## config.mk

```make
export PLATFORM = sky130hd
export DESIGN_NAME = baud_sel_gen
export DESIGN_NICKNAME = d
export VERILOG_FILES = /design/src/rtl/baud_sel_gen.sv
export SDC_FILE = /design/constraint.sdc
export NUM_CORES = 1
export LEC_CHECK = 0
export ABC_AREA = 0
export CORE_ASPECT_RATIO = 1.2
export CORE_UTILIZATION = 56
export CTS_BUF_LIST = sky130_fd_sc_hd__clkbuf_16
export CTS_CLUSTER_DIAMETER = 50
export DETAILED_ROUTE_END_ITERATION = 12
export PLACE_DENSITY = 0.85
export SLEW_MARGIN = 5
export SYNTH_ARGS = -nofsm -noshare
export SYNTH_HDL_FRONTEND = slang
export SYNTH_SLANG_ARGS = --single-unit
export TNS_END_PERCENT = 20
```

## constraint.sdc

```tcl
create_clock -name clk -period 2.3 [get_ports clk]
set_input_delay 0.46 -clock clk [delete_from_list [all_inputs] [get_ports clk]]
set_output_delay 0.46 -clock clk [all_outputs]
set_load 0.02 [all_outputs]
```

## src/rtl/baud_sel_gen.sv

```systemverilog
// Programmable baud-tick generator: divides clk into a one-cycle 'baud' strobe at
// OVERSAMPLE x the rate chosen by baud_sel. The strobe is registered.
module baud_sel_gen #(
  parameter int CLK_FREQ   = 50_000_000,
  parameter int OVERSAMPLE = 16,
  parameter int CNT_W      = 16
) (
  input  logic [1:0] baud_sel,
  input  logic       clk,
  input  logic       rst,
  input  logic       enable_baud,
  output logic       baud
);

  function automatic int rate_of(input int idx);
    case (idx)
      0:       return 9600;
      1:       return 19200;
      2:       return 38400;
      default: return 57600;
    endcase
  endfunction

  // Truncating divide; anything under 2 would leave no room between ticks.
  function automatic int div_of(input int rate);
    int d;
    d = CLK_FREQ / (rate * OVERSAMPLE);
    return (d < 2) ? 2 : d;
  endfunction

  logic [CNT_W-1:0] last_tbl [4];

  generate
    for (genvar gi = 0; gi < 4; gi++) begin : g_div
      localparam int DIV = div_of(rate_of(gi));
      assign last_tbl[gi] = CNT_W'(DIV - 1);
    end
  endgenerate

  logic [CNT_W-1:0] cnt_q, cnt_d;
  logic             baud_q, baud_d;
  logic [1:0]       sel_q;
  logic             rate_chg;

  assign rate_chg = (baud_sel != sel_q);

  // Priority: disable, then rate change, then the normal wrap/increment.
  always_comb begin
    cnt_d  = cnt_q;
    baud_d = 1'b0;
    if (!enable_baud) begin
      cnt_d = '0;
    end else if (rate_chg) begin
      cnt_d = '0;
    end else if (cnt_q == last_tbl[sel_q]) begin
      cnt_d  = '0;
      baud_d = 1'b1;
    end else begin
      cnt_d = cnt_q + 1'b1;
    end
  end

  always_ff @(posedge clk or negedge rst) begin
    if (!rst) begin
      cnt_q  <= '0;
      baud_q <= 1'b0;
      sel_q  <= 2'b00;
    end else begin
      cnt_q  <= cnt_d;
      baud_q <= baud_d;
      sel_q  <= baud_sel;
    end
  end

  assign baud = baud_q;

endmodule

```

==> flow_results.org <==
** Die
- Area of the placeable core :: 1662 sq um
- The floorplan step defined a die boundary enclosing 1973 sq um.
- During I/O placement, the number of pins put on the boundary was 6.
- Initial core utilization :: 0.6062
- Measured along the x axis, the die boundary spans 40.72 um.
- The die is 48.46 um tall.
- In this run the core area contains 16 standard-cell rows.

** Worst setup path
- STA puts the critical path data arrival time at 2.15 ns.
- Worst-path maximum fanout :: 17
- The slowest stage of the critical path is the dfrtp_1 cell.
- Kind of end point of the critical path :: register
- Traced cell by cell, the critical path runs through ha_1 -> xor2_1 -> or4_4 -> nor4_4 -> buf_4 -> nor2b_1.
- The worst setup path is of the reg2reg kind.
- Element type at the critical path start :: register
- The largest single stage delay on the critical path is 0.44 ns.
- Required @ worst endpoint :: 2.48 ns
- Family of cells with the greatest summed delay on the critical path :: simple AND/OR/NAND/NOR gates
- Number of buffer and inverter instances along the worst setup path :: 1

** Power and ir drop
- The analysis attributes to net switching a power of 149.5 uW.
- Of the total power, combinational logic draws 0.054.
- Peak supply drop :: 0.4223 mV
- P_int :: 588.7 uW
- Of the total power, the share spent switching nets is 0.2025.
- Of the total power, registers draw 0.464.
- Pleak :: 0.0004758 uW
- Power share of the clock group :: 0.481
- Power spread over the standard cell area amounts to 641.3 nW/um^2.

** Route
- Number of routed nets with antenna violations :: 0
- In the routed design, unresolved DRC markers number 0.
- For this run, the detailed router's first-pass iteration total came to 4.
- Aggregate routed wire length :: 1.834 mm
- After detailed routing, the average wire length per cell comes to 15.16 um.
- For this block, the initial DRC count from the detailed router was 8.
- DR vias/cell :: 6.116
- Vias post-DR :: 740

** Placed design
- Input and output buffers added on the ports amount to 5.
- Detailed placement ended at an HPWL of 1.337 mm.
- At the end of routability-driven placement, the weighted congestion stood at 0.8036.

** Final layout
- 0 antenna diodes ended up in the layout.
- Total number of nets in the final design :: 112
- After filler insertion, the fill cell instance count of the layout stands at 122.
- In the layout the commonest cells are 19 x dfrtp_1, 13 x nor3_1, 11 x xor2_1.
- Final core utilization :: 0.6928
- Commonest non-fill, non-tap cell in the layout :: dfrtp_1
- Fraction of final layout cells sized beyond drive strength 1 :: 0.07767
- From synthesis to final layout, the design area changed by 14.29%.

** Timing
- Final Cycle Share :: 0.8553
- Setup violations remaining at the end of the flow were counted as 0.
- Headroom to the max-slew limit came out at 0.4616.
- Setup repair after global routing left no endpoint under its margin.
- Worst-case clock skew :: 0.001846 ns
- Based on the critical path, the design can be clocked at up to 0.5083 GHz.
- Setup_tns :: 0 ns
- The final count of pins violating max slew was 0.
- The clock period could shrink to 1.967 ns.
- At the pin with the least slew margin, the transition time is 0.8051 ns.
- On the final layout, the worst hold slack is 0.5642 ns.
- Number of endpoints with negative hold slack in the final report :: 0

** Global route
- Wire length of the first global-routing pass :: 3.208 mm
- The number of global-route vias before repair came to 730.
- Antenna violations before repair :: 0
- Remaining Overflow, GRT :: 0
- Total routing usage reported by global routing :: 0.2376
- Largest net degree at the start of global routing :: 20

** Clocking
- # clock sinks :: 19
- Maximum clock path buffer count :: 2
- TritonCTS clock tree :: yes
- After clock tree synthesis, the clock-pin slew on the worst setup and hold paths is 0.05 ns.
- Number of buffers created by CTS :: 3
- Clock root buffer :: clkbuf_16
- Buffers added to address setup during post-CTS repair amount to 0.
- Number of cells upsized or downsized after cts :: 0
- Clk_lat worst skew :: 0.25 ns
- Count of hold-fix buffers inserted at cts :: 0
- H-tree level count :: 1

** Yosys
- Mapped Avg Cell Area :: 10.49 sq um
- Warning count from the yosys run :: 0
- The synthesized netlist contains 26 unique library cells.
- After synthesis the cells add up to 1007 sq um.
- Post-synthesis net count :: 104
- For this run, the register share of the synthesized area comes to 0.4720.
- Seq cells post-synth :: 19
- After technology mapping, the gate count stands at 96.

** Run status
- Outcome :: complete, no violations

** Flow run
- Count of maximum capacitance violations :: 0

** Min path
- The tightest min-delay check is of the reg2reg type.
sequential cells by signal (all words and copies together), names as in the netlist:
register and flops:
sel_q 2, cnt_q 16, baud 1
area by class of cell:
class / instances / area, sq um / share of cell area
clock buffer: 3 / 75.07 / 0.06522
clock inverter: 1 / 5.005 / 0.004348
inverter: 3 / 11.26 / 0.009783
multi-input combinational: 70 / 496.7 / 0.4315
sequential: 19 / 475.5 / 0.4130
tap: 18 / 22.52 / 0.01957
timing repair buffer: 7 / 65.06 / 0.05652
layer usage:
layer,global-route usage,up-vias,wire [um]
met2,0.3889,18,975
met4,0.1000,0,44
met5,0,-,0
li1,-,360,-
met3,0.04128,5,67
met1,0.2901,357,747
per-stage QoR:
step	total power, uW	instances	cell area (sq um)	setup slack [ns]
floorplan	368.8	96	1007	0.3380
finish	738.2	121	1151	0.3328
global route	761.0	121	1151	0.2324
global placement	386.8	117	1071	0.4007
detailed placement	389.1	117	1071	0.3463
CTS	742.1	121	1151	0.3347
worst reg2reg max path: stages (launching register included):
cell     delay (ns)
dfrtp_1        0.44
ha_1           0.23
xor2_1         0.13
or4_4          0.43
nor4_4         0.26
buf_4          0.25
nor2b_1        0.15
power by group through the flow:
stage | clock network (uW) | logic (uW) | registers, uW
CTS | 358 | 41.1 | 343
global route | 371 | 46.2 | 344
floorplan | 0 | 21.4 | 347
detailed placement | 0 | 40.4 | 349
finish | 355 | 39.9 | 343
global placement | 0 | 38.6 | 348
cells in the mapped netlist:
library cell	count	share of area
a211oi_1	2	0.015
and4_1	3	0.026
and3_1	1	0.0062
clkbuf_2	1	0.0050
nor2b_1	2	0.012
a31oi_1	1	0.0062
or3_1	2	0.012
xnor2_1	7	0.061
nor3_1	13	0.065
o211ai_1	1	0.0075
dfrtp_1	19	0.47
nand2_1	4	0.015
nor3b_1	2	0.015
o21ai_0	2	0.0099
inv_1	3	0.011
clkbuf_1	2	0.0075
buf_6	1	0.011
ha_1	3	0.037
nor4_4	1	0.021
nor4_1	1	0.0062
or4_4	1	0.011
nand3_1	6	0.030
nand4_1	5	0.031
and2_1	1	0.0062
xor2_1	11	0.096
nor2_1	1	0.0037
path summary, 6_finish.rpt:
check | start | endpoint | slack [ns] | cells after the start
worst max-delay path | sel_q[0] | baud | 0.33 | 6
worst min-delay path | cnt_q[0] | cnt_q[0] | 0.56 | 1
worst max register to register | sel_q[0] | baud | 0.33 | 6
worst min register to register | cnt_q[0] | cnt_q[0] | 0.56 | 1
max in group asynchronous | rst | cnt_q[5] | 1.12 | 1
min in group asynchronous | rst | cnt_q[8] | 0.68 | 1
kinds of logic after synthesis:
family / share of synthesized area
DFF: 0.4721
AOI/OAI and AO/OA: 0.03851
adders and majority gates: 0.03727
buffers and inverters: 0.03478
xor gates and xnor gates: 0.1565
and+or+nand+nor: 0.2609
Note: power is estimated with default switching activity, not from simulation.
==> RTL change (same flow settings) <==
Put one more register stage on the output `baud`, with the module's reset. The value now appears one clock later. Comments in the files are not updated.
--- a/src/rtl/baud_sel_gen.sv
+++ b/src/rtl/baud_sel_gen.sv
@@ -74,3 +74,9 @@
 
-  assign baud = baud_q;
+  always_ff @(posedge clk or negedge rst) begin
+    if (!rst) begin
+      baud <= '0;
+    end else begin
+      baud <= baud_q;
+    end
+  end
 
Function: no difference found for any inputs over 10 cycles, from zero or initial values and one cycle with rst low; that may be too few to reach the edited logic, so the function may still have changed.
==> RTL change against the unedited design <==
Non-clock buffer count up 1; wire length up 6.9%; final area up 5.0%; first-iteration DRC count rose to 3.3 times the old value; area after synthesis up 2.5%; synthesized cell count up 1.0%; hold slack worse by 0.20 ns; sequential cell count up 1; utilization up 2.6 points; combinational power up 4%; total power up 18%; via count up 6.9%; setup slack worse by 0.025 ns; sequential share of layout area up 0.10 points.
==> RTL change: results (changes against the unedited design) <==
[outcome]
status = finished clean  ; unchanged

[yosys]
yosys.area_share.adder = 0.0364  ; was 0.0373
synthXorXnorAreaFrac = 0.153  ; was 0.157
synthCells = 97  ; was 96
seq_area_frac_synth = 0.485  ; was 0.472
synthTopCellsByArea = dfrtp_1 48%, xor2_1 9.3%, nor3_1 6.3%, xnor2_1 5.9%, ha_1 3.6%  ; was dfrtp_1 47%, xor2_1 9.6%, nor3_1 6.5%, xnor2_1 6.1%, ha_1 3.7%
synth_compound_area_frac = 0.0376  ; was 0.0385
ys_top_cells_by_count = 20 x dfrtp_1, 13 x nor3_1, 11 x xor2_1, 7 x xnor2_1, 6 x nand3_1  ; was 19 x dfrtp_1, 13 x nor3_1, 11 x xor2_1, 7 x xnor2_1, 6 x nand3_1
async_flop_share = 1.00  ; unchanged

[global_route]
grtUsageTotal = 0.241  ; was 0.238
use_met3 = 0.0548  ; was 0.0413
use_met2 = 0.370  ; was 0.389
grt_pass1_vias = 765  ; was 730
grt_first_pass_wirelength_um = 3330  ; was 3210 um
grtUsageMet1 = 0.321  ; was 0.290

[critical_path]
slowest_delay_ns = 0.43
slowest_stage = or4_4  ; was dfrtp_1
worstPathArrival_ns = 2.17  ; was 2.15 ns

[drt]
met1_length_um = 814  ; was 747 um
drt_iter0_drc = 26  ; was 8
met2_length_um = 1050  ; was 975 um
viasPerCell = 6.43  ; was 6.12
dr_wl_met3_um = 74  ; was 67 um
wirelength_um = 1960  ; was 1830 um

[final_layout]
stdcell_count = 123  ; was 121
nNetsFinal = 114  ; was 112
fillers = 125  ; was 122
drive_above_1_share = 0.0857  ; was 0.0777

[placed_design]
dp.cells = 119  ; was 117
hpwl_um = 1350  ; was 1340 um
dp_worst_setup_slack_ns = 0.332  ; was 0.346 ns
place.gp.congestion = 0.776  ; was 0.804
post_dp_cell_area_mm2 = 0.00110  ; was 0.00107 mm^2

[power_and_ir_drop]
pg_comb_mw = 0.0416  ; was 0.0399 mW
p_int_mw = 0.719  ; was 0.589 mW
ir_drop_v = 0.000393  ; was 0.000422 V
total_power_mw = 0.873  ; was 0.738 mW
p_leak_nw = 0.505  ; was 0.476 nW
seq_power_mw = 0.360  ; was 0.343 mW

[clock_tree]
h-tree-depth = 1  ; unchanged

## RTL change: cell types whose count changed in the layout (fill, tap and decap cells not counted)
cell	change
buf_4	+1
bufinv_16	+1
clkinv_2	-1
dfrtp_1	+1
## RTL change: final timing paths
check                              start        to  slack, ns  depth (start not counted)
min in group asynchronous            rst    baud_q       0.54                          2
worst max register to register  sel_q[1]    baud_q       0.31                          7
worst max-delay path            sel_q[1]    baud_q       0.31                          7
max in group asynchronous            rst  sel_q[0]       1.56                          2
worst min register to register    baud_q      baud       0.36                          0
worst min-delay path              baud_q      baud       0.36                          0
## RTL change: cell type report
class | count | area, um^2 | share of cell area
repair buffers | 8 | 72.6 | 0.0600
clock buffers | 3 | 75.1 | 0.0621
flip-flops and latches | 20 | 500 | 0.414
multi-input cells | 70 | 497 | 0.411
inverters | 3 | 11.3 | 0.00932
clock inverters | 1 | 30.0 | 0.0248
well taps | 18 | 22.5 | 0.0186
